--- src/rtl/clk_ctrl_pkg.sv ---
// -----------------------------------------------------------------------------
// clk_ctrl_pkg
// Shared types, constants and request-decode helpers for clock_switch_ctrl.
//   state_t      : sequencer states (STABLE, DRAIN, SETTLE)
//   SRC_*        : clock-register source field encodings
//   OUT_*        : clock-register output field encodings
//   decode_src() : requested mux source (0 = PLL1, 1 = external)
//   decode_en()  : requested clock-output enable
// -----------------------------------------------------------------------------
package clk_ctrl_pkg;

    typedef enum logic [1:0] {
        STABLE = 2'd0,
        DRAIN  = 2'd1,
        SETTLE = 2'd2
    } state_t;

    localparam logic [2:0] SRC_PLL = 3'b001;
    localparam logic [2:0] SRC_EXT = 3'b101;
    localparam logic [1:0] OUT_OFF = 2'b00;
    localparam logic [1:0] OUT_ON  = 2'b01;
    localparam int         CNT_W   = 8;

    // An explicit source code in the register wins; otherwise the DIP decides,
    // unless the register override flag is set.
    function automatic logic decode_src(input logic [4:0] clock_reg, input logic j16);
        logic src;
        if (clock_reg[2:0] == SRC_PLL) begin
            src = 1'b0;
        end else if (clock_reg[2:0] == SRC_EXT) begin
            src = 1'b1;
        end else if ((clock_reg[0] == 1'b0) && (j16 == 1'b1)) begin
            src = 1'b1;
        end else begin
            src = 1'b0;
        end
        return src;
    endfunction

    // With the override flag set the output field rules; otherwise the DIP does.
    function automatic logic decode_en(input logic [4:0] clock_reg, input logic k16);
        logic en;
        if (clock_reg[0] == 1'b1) begin
            en = (clock_reg[4:3] == OUT_ON);
        end else begin
            en = k16;
        end
        return en;
    endfunction

endpackage

--- src/rtl/clk_loss_watchdog.sv ---
// -----------------------------------------------------------------------------
// clk_loss_watchdog
// Counts usb_clk cycles since the last external-clock activity tick and flags
// loss once the count reaches LOSS_TIMEOUT (count saturates there).
// Ports:
//   usb_clk   in  : clock
//   I_reset_n in  : asynchronous active-low reset (counter = timeout, lost = 1)
//   I_tick    in  : single-cycle activity pulse, usb_clk domain
//   O_lost    out : registered loss flag
// -----------------------------------------------------------------------------
module clk_loss_watchdog
    import clk_ctrl_pkg::*;
#(
    parameter int LOSS_TIMEOUT = 255
) (
    input  logic usb_clk,
    input  logic I_reset_n,
    input  logic I_tick,
    output logic O_lost
);

    localparam logic [CNT_W-1:0] TIMEOUT = CNT_W'(LOSS_TIMEOUT);

    logic [CNT_W-1:0] r_cnt;
    logic [CNT_W-1:0] w_cnt_next;
    logic             r_lost;

    // Next watchdog count: clear on tick, otherwise saturating increment.
    always_comb begin
        w_cnt_next = r_cnt;
        if (I_tick) begin
            w_cnt_next = {CNT_W{1'b0}};
        end else if (r_cnt == TIMEOUT) begin
            w_cnt_next = TIMEOUT;
        end else begin
            w_cnt_next = r_cnt + {{(CNT_W-1){1'b0}}, 1'b1};
        end
    end

    // Counter and loss flag; flag rises together with the count hitting timeout.
    always_ff @(posedge usb_clk or negedge I_reset_n) begin
        if (!I_reset_n) begin
            r_cnt  <= TIMEOUT;
            r_lost <= 1'b1;
        end else begin
            r_cnt <= w_cnt_next;
            if (I_tick) begin
                r_lost <= 1'b0;
            end else if (w_cnt_next == TIMEOUT) begin
                r_lost <= 1'b1;
            end else begin
                r_lost <= r_lost;
            end
        end
    end

    assign O_lost = r_lost;

endmodule

--- src/rtl/clock_switch_ctrl.sv ---
// -----------------------------------------------------------------------------
// clock_switch_ctrl
// Glitch-free sequencer for the crypto-clock source mux and clock-output enable.
// The output is gated for DRAIN_CYCLES before the mux select moves and stays
// gated SETTLE_CYCLES afterwards. Optional feature macro CLK_AUTO_FALLBACK_EN:
// forces the PLL source while the external clock is flagged lost.
// Ports:
//   usb_clk, I_reset_n       : clock, async active-low reset
//   I_clock_reg[4:0]         : [2:0] source, [0] override flag, [4:3] output
//   I_j16_sel, I_k16_sel     : asynchronous DIP inputs (ext source / output on)
//   I_ext_clk_tick           : external-clock activity pulse
//   O_cclk_sel               : mux select, 0 = PLL1, 1 = external
//   O_cclk_out_en            : clock-output enable
//   O_busy                   : switch sequence in progress
//   O_ext_lost               : external clock lost
//   O_switch_count[7:0]      : completed select changes (wraps)
// -----------------------------------------------------------------------------
module clock_switch_ctrl
    import clk_ctrl_pkg::*;
#(
    parameter int DRAIN_CYCLES  = 4,
    parameter int SETTLE_CYCLES = 16,
    parameter int LOSS_TIMEOUT  = 255
) (
    input  logic       usb_clk,
    input  logic       I_reset_n,
    input  logic [4:0] I_clock_reg,
    input  logic       I_j16_sel,
    input  logic       I_k16_sel,
    input  logic       I_ext_clk_tick,
    output logic       O_cclk_sel,
    output logic       O_cclk_out_en,
    output logic       O_busy,
    output logic       O_ext_lost,
    output logic [7:0] O_switch_count
);

    localparam logic [CNT_W-1:0] DRAIN_LOAD  = CNT_W'(DRAIN_CYCLES - 1);
    localparam logic [CNT_W-1:0] SETTLE_LOAD = CNT_W'(SETTLE_CYCLES - 1);

    logic             r_j16_meta, r_j16_sync;
    logic             r_k16_meta, r_k16_sync;
    state_t           r_state;
    logic [CNT_W-1:0] r_cnt;
    logic             r_target;
    logic             r_sel;
    logic             r_out_en;
    logic             r_busy;
    logic [7:0]       r_switch_count;
    logic             w_ext_lost;
    logic             w_req_src;
    logic             w_req_en;
    logic             w_eff_src;

    clk_loss_watchdog #(
        .LOSS_TIMEOUT (LOSS_TIMEOUT)
    ) u_watchdog (
        .usb_clk   (usb_clk),
        .I_reset_n (I_reset_n),
        .I_tick    (I_ext_clk_tick),
        .O_lost    (w_ext_lost)
    );

    // Two-flop synchronizers for the asynchronous DIP switches.
    always_ff @(posedge usb_clk or negedge I_reset_n) begin
        if (!I_reset_n) begin
            r_j16_meta <= 1'b0;
            r_j16_sync <= 1'b0;
            r_k16_meta <= 1'b0;
            r_k16_sync <= 1'b0;
        end else begin
            r_j16_meta <= I_j16_sel;
            r_j16_sync <= r_j16_meta;
            r_k16_meta <= I_k16_sel;
            r_k16_sync <= r_k16_meta;
        end
    end

    assign w_req_src = decode_src(I_clock_reg, r_j16_sync);
    assign w_req_en  = decode_en(I_clock_reg, r_k16_sync);

`ifdef CLK_AUTO_FALLBACK_EN
    assign w_eff_src = w_req_src & ~w_ext_lost;
`else
    assign w_eff_src = w_req_src;
`endif

    // Switch sequencer: gate output, drain, move select, settle, re-enable.
    always_ff @(posedge usb_clk or negedge I_reset_n) begin
        if (!I_reset_n) begin
            r_state        <= STABLE;
            r_cnt          <= {CNT_W{1'b0}};
            r_target       <= 1'b0;
            r_sel          <= 1'b0;
            r_out_en       <= 1'b0;
            r_busy         <= 1'b0;
            r_switch_count <= 8'd0;
        end else begin
            case (r_state)
                STABLE: begin
                    if (w_eff_src != r_sel) begin
                        r_target <= w_eff_src;
                        r_out_en <= 1'b0;
                        r_busy   <= 1'b1;
                        r_cnt    <= DRAIN_LOAD;
                        r_state  <= DRAIN;
                    end else begin
                        r_out_en <= w_req_en;
                    end
                end
                DRAIN: begin
                    if (r_cnt == {CNT_W{1'b0}}) begin
                        r_sel          <= r_target;
                        r_switch_count <= r_switch_count + 8'd1;
                        r_cnt          <= SETTLE_LOAD;
                        r_state        <= SETTLE;
                    end else begin
                        r_cnt <= r_cnt - {{(CNT_W-1){1'b0}}, 1'b1};
                    end
                end
                SETTLE: begin
                    if (r_cnt != {CNT_W{1'b0}}) begin
                        r_cnt <= r_cnt - {{(CNT_W-1){1'b0}}, 1'b1};
                    end else if (w_eff_src == r_sel) begin
                        r_busy   <= 1'b0;
                        r_out_en <= w_req_en;
                        r_state  <= STABLE;
                    end else begin
                        // Request moved during the sequence: go again, output stays gated.
                        r_target <= w_eff_src;
                        r_cnt    <= DRAIN_LOAD;
                        r_state  <= DRAIN;
                    end
                end
                default: begin
                    r_out_en <= 1'b0;
                    r_busy   <= 1'b0;
                    r_cnt    <= {CNT_W{1'b0}};
                    r_state  <= STABLE;
                end
            endcase
        end
    end

    assign O_cclk_sel     = r_sel;
    assign O_cclk_out_en  = r_out_en;
    assign O_busy         = r_busy;
    assign O_ext_lost     = w_ext_lost;
    assign O_switch_count = r_switch_count;

endmodule

--- config.mk ---
export PLATFORM = sky130hd
export DESIGN_NAME = clock_switch_ctrl
export DESIGN_NICKNAME = d
export VERILOG_FILES = /design/src/rtl/clk_ctrl_pkg.sv /design/src/rtl/clk_loss_watchdog.sv /design/src/rtl/clock_switch_ctrl.sv
export SDC_FILE = /design/constraint.sdc
export NUM_CORES = 1
export LEC_CHECK = 0
export CORE_ASPECT_RATIO = 2
export CORE_MARGIN = 5
export CORE_UTILIZATION = 40
export DETAILED_ROUTE_END_ITERATION = 10
export SYNTH_ARGS = -nofsm -noshare
export SYNTH_HDL_FRONTEND = slang
export SYNTH_SLANG_ARGS = --single-unit
--- constraint.sdc ---
create_clock -name usb_clk -period 1.9 [get_ports usb_clk]
set_input_delay 0.19 -clock usb_clk [delete_from_list [all_inputs] [get_ports usb_clk]]
set_output_delay 0.19 -clock usb_clk [all_outputs]
set_load 0.02 [all_outputs]
==> metrics, run 1 <==
endpoints failing hold=0; GRT Resource Usage Total=14.6%; CTS root buffer=clkbuf_8; sequential share of the synthesized area=49.5%; Cell variety after synth=56; share of layout cells above drive strength 1=28.6%; Synth Area in Compound Gates=18.9%; Clock transition at path regs=80 ps; syn nets=181; die area=6000 µm²; # setup viols final=0; cts bufs inserted=5; # IOs=22; Yosys top cell area share=36.3%; Die Y-Extent=105 µm; Die Wd=57.3 µm; HP Class=input pin to asynchronous set/reset pin; Remaining Overflow, GRT=0; max cap viols=0; Core ar.=4340 µm²; Leakage=1.03 nW; status=finished, final reports clean; dpl hpwl=3070 µm; H-tree levels=2; Slew @ Worst Pin=448 ps; DP Area=2170 µm²; global-route wire length before repair=6890 µm; fin crit share=97.1%; Mean Syn Cell Area=10.7 µm²; pwr/cell area=1310 nW/µm²; cts hold-fix bufs=0; asr flop ratio synth=100%; drt wl/cell=15.3 µm; Max Freq=542 MHz; WHS=322 ps; DRC marker count from the first detailed-route iteration=30; adder-cell share of the synthesized area=2.79%; Primary FF master, synth=dfrtp_1; antenna cells=0; total power=3.12 mW; area grow syn2layout=32.5%; largest net degree at the start of global routing=36; CP Data Required Time=2070 ps; Commonest cells post-synth=dfrtp_1, nor2_1, a21oi_1, dfstp_2, o21ai_0; via count=1476; worst-skew pair later-pin latency=290 ps; Max VDD drop=0.000668 V; Rows=34; Syn Inst Count=167; largest family of logic cells by synthesized area=simple AND/OR/NAND/NOR gates; cell taking the most area after synthesis=dfrtp_1; Finished Cell Area=2370 µm²; Antenna Nets Post-Route=0; EDFF count, synth=0; worst-case clock buffer depth=2; Final GP Congestion=0.824; vias in the first global route=1538; drt drc=0; count leader, synth=dfrtp_1; Final Net Count=230; Initial Util=41.3%; CTS tree=done; Reg2Reg Launch Point=r_cnt[0]; initial antenna violation count=0; via-per-instance ratio=5.45; post-synthesis mux area share=1.19%; FF+latch count, synth=35; Port Buffer Count=21; WL final=4140 µm; yosys warns=0; worst endpoint data arrival time=2020 ps; Slew Limit Fails=0; crit end category=flip-flop; Rel. slew slack=70.1%; Clock Skew=7.48 ps; Synth Area in XOR/XNOR=4.40%; mapped cell area=1790 µm²; Pre-antenna DRT Iters=4; Synth area leaders=dfrtp_1, dfstp_2, xnor2_1; minimum clock period after layout=1840 ps; CP Max Fanout=5; crit start category=flip-flop; clk sinks=35; CP startpoint=r_cnt[0]; post-synthesis simple-gate area fraction=20.5%; total negative slack=0 ps; Crit Path Category=flip-flop to flip-flop
-- per-stage QoR --
step	setup slack [ps]	std cells	utilization, %
floorplan	125	167	-
global placement	-27.8	256	50.0
detailed placement	-60.0	256	50.0
CTS	5.28	265	53.1
global route	-42.9	271	54.7
finish	55.5	271	54.7
-- cell type report --
type / instances / area, µm²
repair buffers: 45 / 398
clock buffers: 6 / 82.6
inverters: 6 / 22.5
flip-flops and latches: 35 / 887
multi-input cells: 123 / 881
clock inverters: 2 / 35.0
fillers: 412 / 1970
well taps: 54 / 67.6
-- logic make-up (layout without fill, tap and decap cells) --
| logic type | after synthesis | after routing |
|---|---|---|
| flops | 35 | 35 |
| fa+ha+maj | 4 | 4 |
| simple gates | 61 | 61 |
| compound gates | 47 | 47 |
| buf+inv | 9 | 59 |
| mux | 2 | 2 |
| xor+xnor | 9 | 9 |
-- per-layer routing --
metal | up-vias | share of wire, % | GRT usage, %
li1 | 704 | - | -
met1 | 736 | 34 | 13.2
met2 | 24 | 60 | 27.9
met3 | 12 | 2.2 | 2.96
met4 | 0 | 3.4 | 8.79
met5 | - | 0 | 0
-- critical path, cell delays in order (launching register included) --
cell and delay, ps:
dfrtp_1 360, inv_2 60, ha_1 190, nor4b_4 130
buf_4 150, a21boi_4 200, a211oi_4 60, buf_6 130
buf_4 130, a211o_2 320
-- report_power, final --
part           total [mW]  switching (mW)  leakage (nW)  internal (mW)
combinational        1.32           0.647         0.550          0.674
clock               0.694           0.269        0.0612          0.425
sequential           1.10           0.189         0.420          0.914
total                3.12            1.11          1.03           2.01
-- path summary, 6_finish.rpt --
kind | slack (ps) | cells past startpoint | end
worst min-delay path | 320 | 2 | r_k16_sync
worst min register to register | 350 | 0 | r_k16_sync
min in group usb_clk | 340 | 1 | r_j16_meta
worst max register to register | 60 | 9 | r_cnt[2]
worst max-delay path | 60 | 9 | r_cnt[2]
max in group asynchronous | 1230 | 2 | u_watchdog.r_cnt[5]
-- flip-flops by register name (all words and copies together), names as in the netlist, 2 cells and up --
| register | cells |
|---|---|
| O_switch_count | 8 |
| u_watchdog.r_cnt | 8 |
| r_state | 2 |
| r_cnt | 8 |
-- cells in the final DEF (no fill, tap or decap), drive strengths merged, types with 2 or more instances in the layout --
| master | n |
|---|---|
| nand2b | 2 |
| or2 | 2 |
| or3 | 3 |
| a31oi | 3 |
| o211ai | 2 |
| and3 | 2 |
| dfrtp | 26 |
| clkdlybuf4s50 | 21 |
| a211o | 2 |
| a21oi | 9 |
| inv | 6 |
| nand3 | 6 |
| ha | 4 |
| and2 | 2 |
| o31ai | 3 |
| o31a | 2 |
| nand4 | 3 |
| nor3 | 5 |
| buf | 24 |
| a211oi | 2 |
| nor2 | 15 |
| clkbuf | 6 |
| nand2 | 9 |
| dfstp | 9 |
| xnor2 | 6 |
| a21boi | 2 |
| a21o | 3 |
| nor2b | 6 |
| o21ai | 9 |
| xor2 | 3 |
-- what timing repair did --
action	CTS	global route
setup endpoints to repair	3	8
buffers inserted	1	7
pin swaps	1	5
resized for setup	2	7
No activity file was read; power rests on OpenSTA's default activity.
==> run 2, diff against run 1 <==
==> constraint.sdc (replaced) <==
create_clock -name usb_clk -period 2 [get_ports usb_clk]
set_input_delay 0.2 -clock usb_clk [delete_from_list [all_inputs] [get_ports usb_clk]]
set_output_delay 0.2 -clock usb_clk [all_outputs]
set_load 0.02 [all_outputs]
==> run 2 against run 1 <==
Core utilization is 4.0 points lower. Critical endpoint unchanged. Fmax is 3.4% lower. Combinational power decreased by 18%. Largest cell class unchanged. Largest power group unchanged. Die area is the same.
==> metrics, run 2 (same netlist as run 1, synthesis figures left out) <==
initial antenna violation count=0; die area=6000 µm²; clk sinks=35; GRT Resource Usage Total=14.2%; largest net degree at the start of global routing=36; Most Crowded Layer GR=met2; CTS root buffer=clkbuf_8; endpoints failing hold=0; Pre-antenna DRT Iters=4; most frequent cells in the layout=dfrtp_1, clkdlybuf4s50_1, nor2_1; Core ar.=4340 µm²; minimum clock period after layout=1910 ps; M3 GR Usage=2.84%; max cap viols=0; Max VDD drop=0.000713 V; Final GP Congestion=0.838; fin crit share=95.5%; Initial Util=41.3%; flop2flop setup slack=90 ps; drt wl/cell=15.0 µm; dpl hpwl=2940 µm; Remaining Overflow, GRT=0; # IOs=22; crit-path cells=inv_1, ha_1, nor4b_4, a21boi_2, a211oi_4, buf_4, buf_4, a211o_2; vias in the first global route=1457; Max Freq=524 MHz; total power=2.62 mW; CP Data Required Time=2170 ps; cell count after placement=246; crit start category=flip-flop; # setup viols final=0; met2 usage=27.2%; crit end category=flip-flop; pwr/cell area=1190 nW/µm²; global-route wire length before repair=6630 µm; Antenna Nets Post-Route=0; drt drc=0; H-tree levels=2; HP Class=input pin to asynchronous set/reset pin; WL final=3820 µm; total negative slack=0 ps; WHS=335 ps; met1 Track Usage GR=13.5%; Clock transition at path regs=70 ps; worst-skew pair later-pin latency=280 ps; Die Y-Extent=105 µm; Slowest Stage Delay on Critical Path=360 ps; CTS tree=done; cts bufs inserted=5; Post-Route Utilization=50.7%; status=finished, final reports clean; share of layout cells above drive strength 1=22.4%; Rows=34; worst endpoint data arrival time=2080 ps; Slew @ Worst Pin=447 ps; Final Net Count=214; Crit Path Category=flip-flop to flip-flop; Die Wd=57.3 µm; Leakage=0.932 nW; unrepaired setup endpoints after global routing=no; cts hold-fix bufs=0; CP Max Fanout=8; DRC marker count from the first detailed-route iteration=14; commonest non-fill, non-tap cell in the layout=dfrtp_1; Port Buffer Count=21; Clock Skew=3.84 ps; Slew Limit Fails=0; via count=1380; worst-case clock buffer depth=2; antenna cells=0; Rel. slew slack=70.2%; area grow syn2layout=22.8%; cell mode on critical path=buf_4; slowest CP cell=dfrtp_1; final cell count without fillers=255; R2R depth=8; via-per-instance ratio=5.41
-- run 2: worst paths after layout --
| path | from | to |
|---|---|---|
| max | r_cnt[0] | r_cnt[2] |
| min | I_reset_n | r_cnt[7] |
| max reg2reg | r_cnt[0] | r_cnt[2] |
| min reg2reg | r_j16_meta | r_j16_sync |
| max in group asynchronous | I_reset_n | u_watchdog.r_cnt[4] |
| min in group usb_clk | r_j16_meta | r_j16_sync |
-- run 2: cell type report --
cell class	instances	area [µm²]
Timing Repair Buffer	29	270
Multi-Input combinational cell	123	868
Clock inverter	3	15.0
Inverter	6	22.5
Tap cell	54	67.6
Clock buffer	5	68.8
Sequential cell	35	887
Fill cell	426	2140
-- run 2: layer usage --
layer / vias up / wire (µm)
met5: - / 0
met4: 0 / 142
met3: 13 / 76
met2: 19 / 2260
met1: 678 / 1340
li1: 670 / -
-- run 2: per-stage QoR --
step	area, µm²	setup slack [ps]
detailed placement	2100	-68.1
CTS	2180	31.3
global placement	2100	12.7
global route	2200	7.26
floorplan	1790	225
finish	2200	90.1
-- run 2: power breakdown --
part	switching, mW	total [mW]	internal, mW
sequential	0.180	1.05	0.869
clock	0.249	0.487	0.238
combinational	0.559	1.08	0.525
-- run 2: repair_timing --
item,CTS,global route
gates resized for setup,0,4
endpoints found under the hold margin,0,0
endpoints found under the setup margin,0,9
setup buffers,0,1
-- run 2: worst max-delay path, delay by kind of cell (launching register included) --
kind / cells / cell delay, ps
buffers and inverters: 3 / 390
adder cells (fa/ha/maj): 1 / 190
AND/OR/NAND/NOR: 1 / 150
flip-flops: 1 / 360
AO/OA/AOI/OAI: 3 / 700
